===== src/rtl/multicycle_controller.sv =====
// Multicycle ARM-subset control unit: instruction-step FSM, condition check
// and NZCV flag register, with control signals decoded from the current step.
module multicycle_controller (
  input  logic       clk,
  input  logic       rst_n,
  input  logic [3:0] Cond,
  input  logic [1:0] Op,
  input  logic [5:0] Funct,
  input  logic [3:0] Rd,
  input  logic [3:0] ALUFlags,
  output logic       PCWrite,
  output logic       MemWrite,
  output logic       RegWrite,
  output logic       IRWrite,
  output logic       AdrSrc,
  output logic       ALUSrcA,
  output logic [1:0] ResultSrc,
  output logic [1:0] ALUSrcB,
  output logic [1:0] ImmSrc,
  output logic [1:0] RegSrc,
  output logic [1:0] ALUControl,
  output logic [3:0] Flags,
  output logic [3:0] State
);

  typedef enum logic [3:0] {
    FETCH    = 4'd0,
    DECODE   = 4'd1,
    MEMADR   = 4'd2,
    MEMREAD  = 4'd3,
    MEMWB    = 4'd4,
    MEMWRITE = 4'd5,
    EXECUTER = 4'd6,
    EXECUTEI = 4'd7,
    ALUWB    = 4'd8,
    BRANCH   = 4'd9
  } state_t;

  state_t     state_r;
  logic [3:0] flags_r;
  logic       condex_s;
  logic       wb_pc_s;
  logic       cmd_arith_s;

  // Condition field against NZCV; 1111 never executes.
  function automatic logic cond_eval(input logic [3:0] c, input logic [3:0] f);
    logic n, z, cy, v;
    n  = f[3];
    z  = f[2];
    cy = f[1];
    v  = f[0];
    case (c)
      4'b0000: cond_eval = z;
      4'b0001: cond_eval = ~z;
      4'b0010: cond_eval = cy;
      4'b0011: cond_eval = ~cy;
      4'b0100: cond_eval = n;
      4'b0101: cond_eval = ~n;
      4'b0110: cond_eval = v;
      4'b0111: cond_eval = ~v;
      4'b1000: cond_eval = cy & ~z;
      4'b1001: cond_eval = ~cy | z;
      4'b1010: cond_eval = (n == v);
      4'b1011: cond_eval = (n != v);
      4'b1100: cond_eval = ~z & (n == v);
      4'b1101: cond_eval = z | (n != v);
      4'b1110: cond_eval = 1'b1;
      default: cond_eval = 1'b0;
    endcase
  endfunction

  function automatic logic [1:0] alu_decode(input logic [3:0] cmd);
    case (cmd)
      4'b0100: alu_decode = 2'b00;
      4'b0010: alu_decode = 2'b01;
      4'b0000: alu_decode = 2'b10;
      4'b1100: alu_decode = 2'b11;
      default: alu_decode = 2'b00;
    endcase
  endfunction

  assign condex_s    = cond_eval(Cond, flags_r);
  assign wb_pc_s     = (Rd == 4'd15);
  assign cmd_arith_s = (Funct[4:1] == 4'b0100) || (Funct[4:1] == 4'b0010);
  assign Flags       = flags_r;
  assign State       = state_r;

  // Step sequencing and NZCV capture at the end of a flag-setting execute step.
  always_ff @(posedge clk or negedge rst_n) begin
    if (!rst_n) begin
      state_r <= FETCH;
      flags_r <= 4'b0000;
    end else begin
      case (state_r)
        FETCH:   state_r <= DECODE;
        DECODE: begin
          case (Op)
            2'b00:   state_r <= Funct[5] ? EXECUTEI : EXECUTER;
            2'b01:   state_r <= MEMADR;
            2'b10:   state_r <= BRANCH;
            default: state_r <= FETCH;
          endcase
        end
        MEMADR:  state_r <= Funct[0] ? MEMREAD : MEMWRITE;
        MEMREAD: state_r <= MEMWB;
        EXECUTER, EXECUTEI: begin
          state_r <= ALUWB;
          // Logical ops leave C and V alone.
          if (Funct[0] && condex_s) begin
            flags_r[3:2] <= ALUFlags[3:2];
            if (cmd_arith_s) begin
              flags_r[1:0] <= ALUFlags[1:0];
            end else begin
              flags_r[1:0] <= flags_r[1:0];
            end
          end else begin
            flags_r <= flags_r;
          end
        end
        MEMWB, MEMWRITE, ALUWB, BRANCH: state_r <= FETCH;
        default: state_r <= FETCH;
      endcase
    end
  end

  // Control decode for the current step; reset holds the FETCH decoding.
  always_comb begin
    PCWrite    = 1'b0;
    MemWrite   = 1'b0;
    RegWrite   = 1'b0;
    IRWrite    = 1'b0;
    AdrSrc     = 1'b0;
    ALUSrcA    = 1'b0;
    ResultSrc  = 2'b00;
    ALUSrcB    = 2'b00;
    ALUControl = 2'b00;
    ImmSrc     = Op;
    RegSrc     = {(Op == 2'b01), (Op == 2'b10)};
    case (state_r)
      FETCH: begin
        IRWrite   = 1'b1;
        PCWrite   = 1'b1;
        ALUSrcA   = 1'b1;
        ALUSrcB   = 2'b10;
        ResultSrc = 2'b10;
      end
      DECODE: begin
        ALUSrcA   = 1'b1;
        ALUSrcB   = 2'b10;
        ResultSrc = 2'b10;
      end
      MEMADR: begin
        ALUSrcB = 2'b01;
      end
      MEMREAD: begin
        AdrSrc = 1'b1;
      end
      MEMWRITE: begin
        AdrSrc   = 1'b1;
        MemWrite = condex_s;
      end
      MEMWB, ALUWB: begin
        ResultSrc = (state_r == MEMWB) ? 2'b01 : 2'b00;
        if (wb_pc_s) begin
          PCWrite = condex_s;
        end else begin
          RegWrite = condex_s;
        end
      end
      EXECUTER: begin
        ALUControl = alu_decode(Funct[4:1]);
      end
      EXECUTEI: begin
        ALUSrcB    = 2'b01;
        ALUControl = alu_decode(Funct[4:1]);
      end
      BRANCH: begin
        ALUSrcB   = 2'b01;
        ResultSrc = 2'b10;
        PCWrite   = condex_s;
      end
      default: begin
        PCWrite = 1'b0;
      end
    endcase
  end

endmodule


===== config.mk =====
export PLATFORM = sky130hd
export DESIGN_NAME = multicycle_controller
export DESIGN_NICKNAME = d
export VERILOG_FILES = /design/src/rtl/multicycle_controller.sv
export SDC_FILE = /design/constraint.sdc
export NUM_CORES = 1
export LEC_CHECK = 0
export ABC_AREA = 1
export CAP_MARGIN = 20
export CORE_MARGIN = 2
export CORE_UTILIZATION = 40
export DETAILED_ROUTE_END_ITERATION = 6
export PLACE_DENSITY = 0.94
export SYNTH_ARGS = -nofsm -noshare
export SYNTH_HDL_FRONTEND = slang
export SYNTH_SLANG_ARGS = --single-unit

===== constraint.sdc =====
create_clock -name clk -period 3.8 [get_ports clk]
set_input_delay 0.76 -clock clk [delete_from_list [all_inputs] [get_ports clk]]
set_output_delay 0.76 -clock clk [all_outputs]
set_load 0.01 [all_outputs]

==> metrics.cfg, run 1 <==
[run_status]
status=finished, final reports clean

[yosys]
synth_fp_nets=158
yosysTopAreaCell=dfrtp_1
synth_area_per_cell_um2=5.83
ys_seq_area_frac=0.252
synth_cells=136
async_flop_share=1.00
yosys-top-cells-area=dfrtp_1, nand2_1, nand3_1
synth_common_cells=nand2_1, inv_1, nand3_1, nor2_1, dfrtp_1
yosysWarnings=0
ys_types=20
syn-cell-area_um2=793
synth_ff_type=dfrtp_1
yosysMostFrequentCell=nand2_1
synth_edf_count=0
synth_seq_cells=8
synth_top_cell_area_share=0.252

[clock_network]
htreeDepth=1
post_cts_buffers=0
cts_tree=yes
clk_pin_slew_ns=0.06
cts_buffers=3
post_cts_resized=0
clk_latency_ns=0.26
cts_hold_buffers=0
clock-sinks=8
clock_path_buffers=2
clock_tree.root_cell=clkbuf_4

[global_route]
antenna_found_initial=0
grt.overflow.total=0
grt_pass1_vias=1005
grt_pass1_wl_um=3960
grt_use_total=0.211
grt_max_degree=11

[power]
p_leak_nw=0.616
irDropWorstVdd_mv=0.389
power.density_nw_per_um2=525

[worst_setup_path]
r2r_cells=6
cp.required_ns=3.04
setup.worst_path.end_class=output pin
crit_path_end=RegWrite
r2r_end=Flags[0]
cp-start-kind=input port
worst-setup-path-type=input port to output pin
regToRegSetupSlack_ns=2.30
worstPathArrival_ns=2.66
worstReg2RegStart=State[3]
worstPathMaxFanout=9
cp-startpoint=Cond[0]

[timing]
hold_viol_final=0
rsz0062_at_grt=false
setup_violations=0
tns_ns=0
max_freq_mhz=292
finClkSkew_ns=0.00669
fin_crit_ns=3.42
slew_violations=0
timing.hold.ws_ns=0.542
max_slew_margin=0.740
tightest_slew_ns=0.388
finalCritPeriodShare=0.901

[route]
drt_wl_total_um=2410
drt_iter0_markers=36
ant_nets=0
wire_per_inst_um=11.6
viasPerCell=5.01
drc=0
vias=1038
drtPass1Iterations=4

[die]
ioPinCount=46
dieWidth_um=48.5
die_h_um=48.5
dieArea_um2=2360
core.rowCount=16
start_util=0.413
core_um2=1920

[layout]
multi_input_area_um2=474
nNetsFinal=204
antenna_cells=0
areaGrowthSynthToFinish_pct=60.7
ff_latch_area_um2=200
n_fill_cell=175
drive_gt1_frac=0.0611

[hold_path]
hp-class=register to register

[place]
hpwl_um=1970
io_buffers=45
place.gp.congestion=0.872

[flow_run]
cap_violations=0

[metal layers]
layer	global-route usage	up-vias	part of all wire
met5	0	-	0
met1	0.223	468	0.40
met3	0.0494	6	0.067
met2	0.403	46	0.52
met4	0.0810	0	0.015
li1	-	518	-
[critical path, stage by stage]
cell,delay (ns)
clkdlybuf4s50_1,0.54
o21ai_0,0.28
nand3_1,0.12
nand2_1,0.13
nor2_4,0.06
nand3_4,0.10
nand3_1,0.09
inv_1,0.06
clkdlybuf4s50_1,0.52
[sequential cells by signal (all words and copies together), names as in the netlist]
signal	flops
State	4
Flags	4
[placed cells by master, fill, tap and decap left out]
cell type	count
nand3_2	1
a21boi_2	1
inv_1	23
o211ai_1	1
nand4_1	3
nand2_1	38
o221ai_1	1
nor2_4	1
nand3b_1	3
nor2_1	19
inv_2	2
clkbuf_4	3
dfrtp_1	8
nand3_1	19
o21ai_0	5
a21oi_1	4
nand3_4	1
clkdlybuf4s50_1	45
nand2_2	1
nor2_2	1
[per-stage QoR]
stage / total power [mW] / setup slack (ns) / utilization / instances / area [um2]
2_1_floorplan: 0.364 / 1.49 / - / 136 / 793
3_3_place_gp: 0.588 / 0.453 / 0.652 / 204 / 1250
3_5_place_dp: 0.599 / 0.399 / 0.652 / 204 / 1250
4_1_cts: 0.671 / 0.398 / 0.663 / 207 / 1270
5_1_grt: 0.723 / 0.224 / 0.663 / 207 / 1270
6_report: 0.669 / 0.376 / 0.663 / 207 / 1270
[report_power, final]
part	total [mW]	internal [mW]	switching (mW)
sequential	0.154	0.112	0.0423
combinational	0.448	0.227	0.221
clock	0.0673	0.0363	0.0310
[cell type report]
cell class | instances | area share
flip-flops and latches | 8 | 0.157
well taps | 27 | 0.0265
inverters | 25 | 0.0736
clock buffers | 3 | 0.0177
repair buffers | 45 | 0.353
multi-input cells | 99 | 0.372
[cells by family (layout without fill, tap and decap cells)]
logic type	Yosys count	after routing	share of synthesized area
AOI/OAI and AO/OA	12	12	0.0915
DFF	8	8	0.252
buffers and inverters	29	73	0.150
and+or+nand+nor	87	87	0.506
[worst min path at each step]
| stage | end | slack (ns) | startpoint | cells past startpoint |
|---|---|---|---|---|
| 2_1_floorplan | Flags[0] | 0.46 | rst_n | 0 |
| 3_3_place_gp | Flags[1] | 0.51 | Flags[1] | 2 |
| 3_5_place_dp | Flags[1] | 0.53 | Flags[1] | 2 |
| 4_1_cts | Flags[1] | 0.54 | Flags[1] | 2 |
| 5_1_grt | Flags[1] | 0.57 | Flags[1] | 2 |
| 6_report | Flags[1] | 0.54 | Flags[1] | 2 |
No activity file was read; power rests on OpenSTA's default activity.
==> inputs of run 2 (changes only) <==
- CAP_MARGIN: 20 -> 30
==> results of run 2 <==
Final layout, timing and power as in run 1 (identical DEF).
==> inputs of run 3 (changes only) <==
- SKIP_LAST_GASP: not set -> 1
- SLEW_MARGIN: not set -> 10
==> results of run 3 <==
Final layout, timing and power as in run 1 (identical DEF).
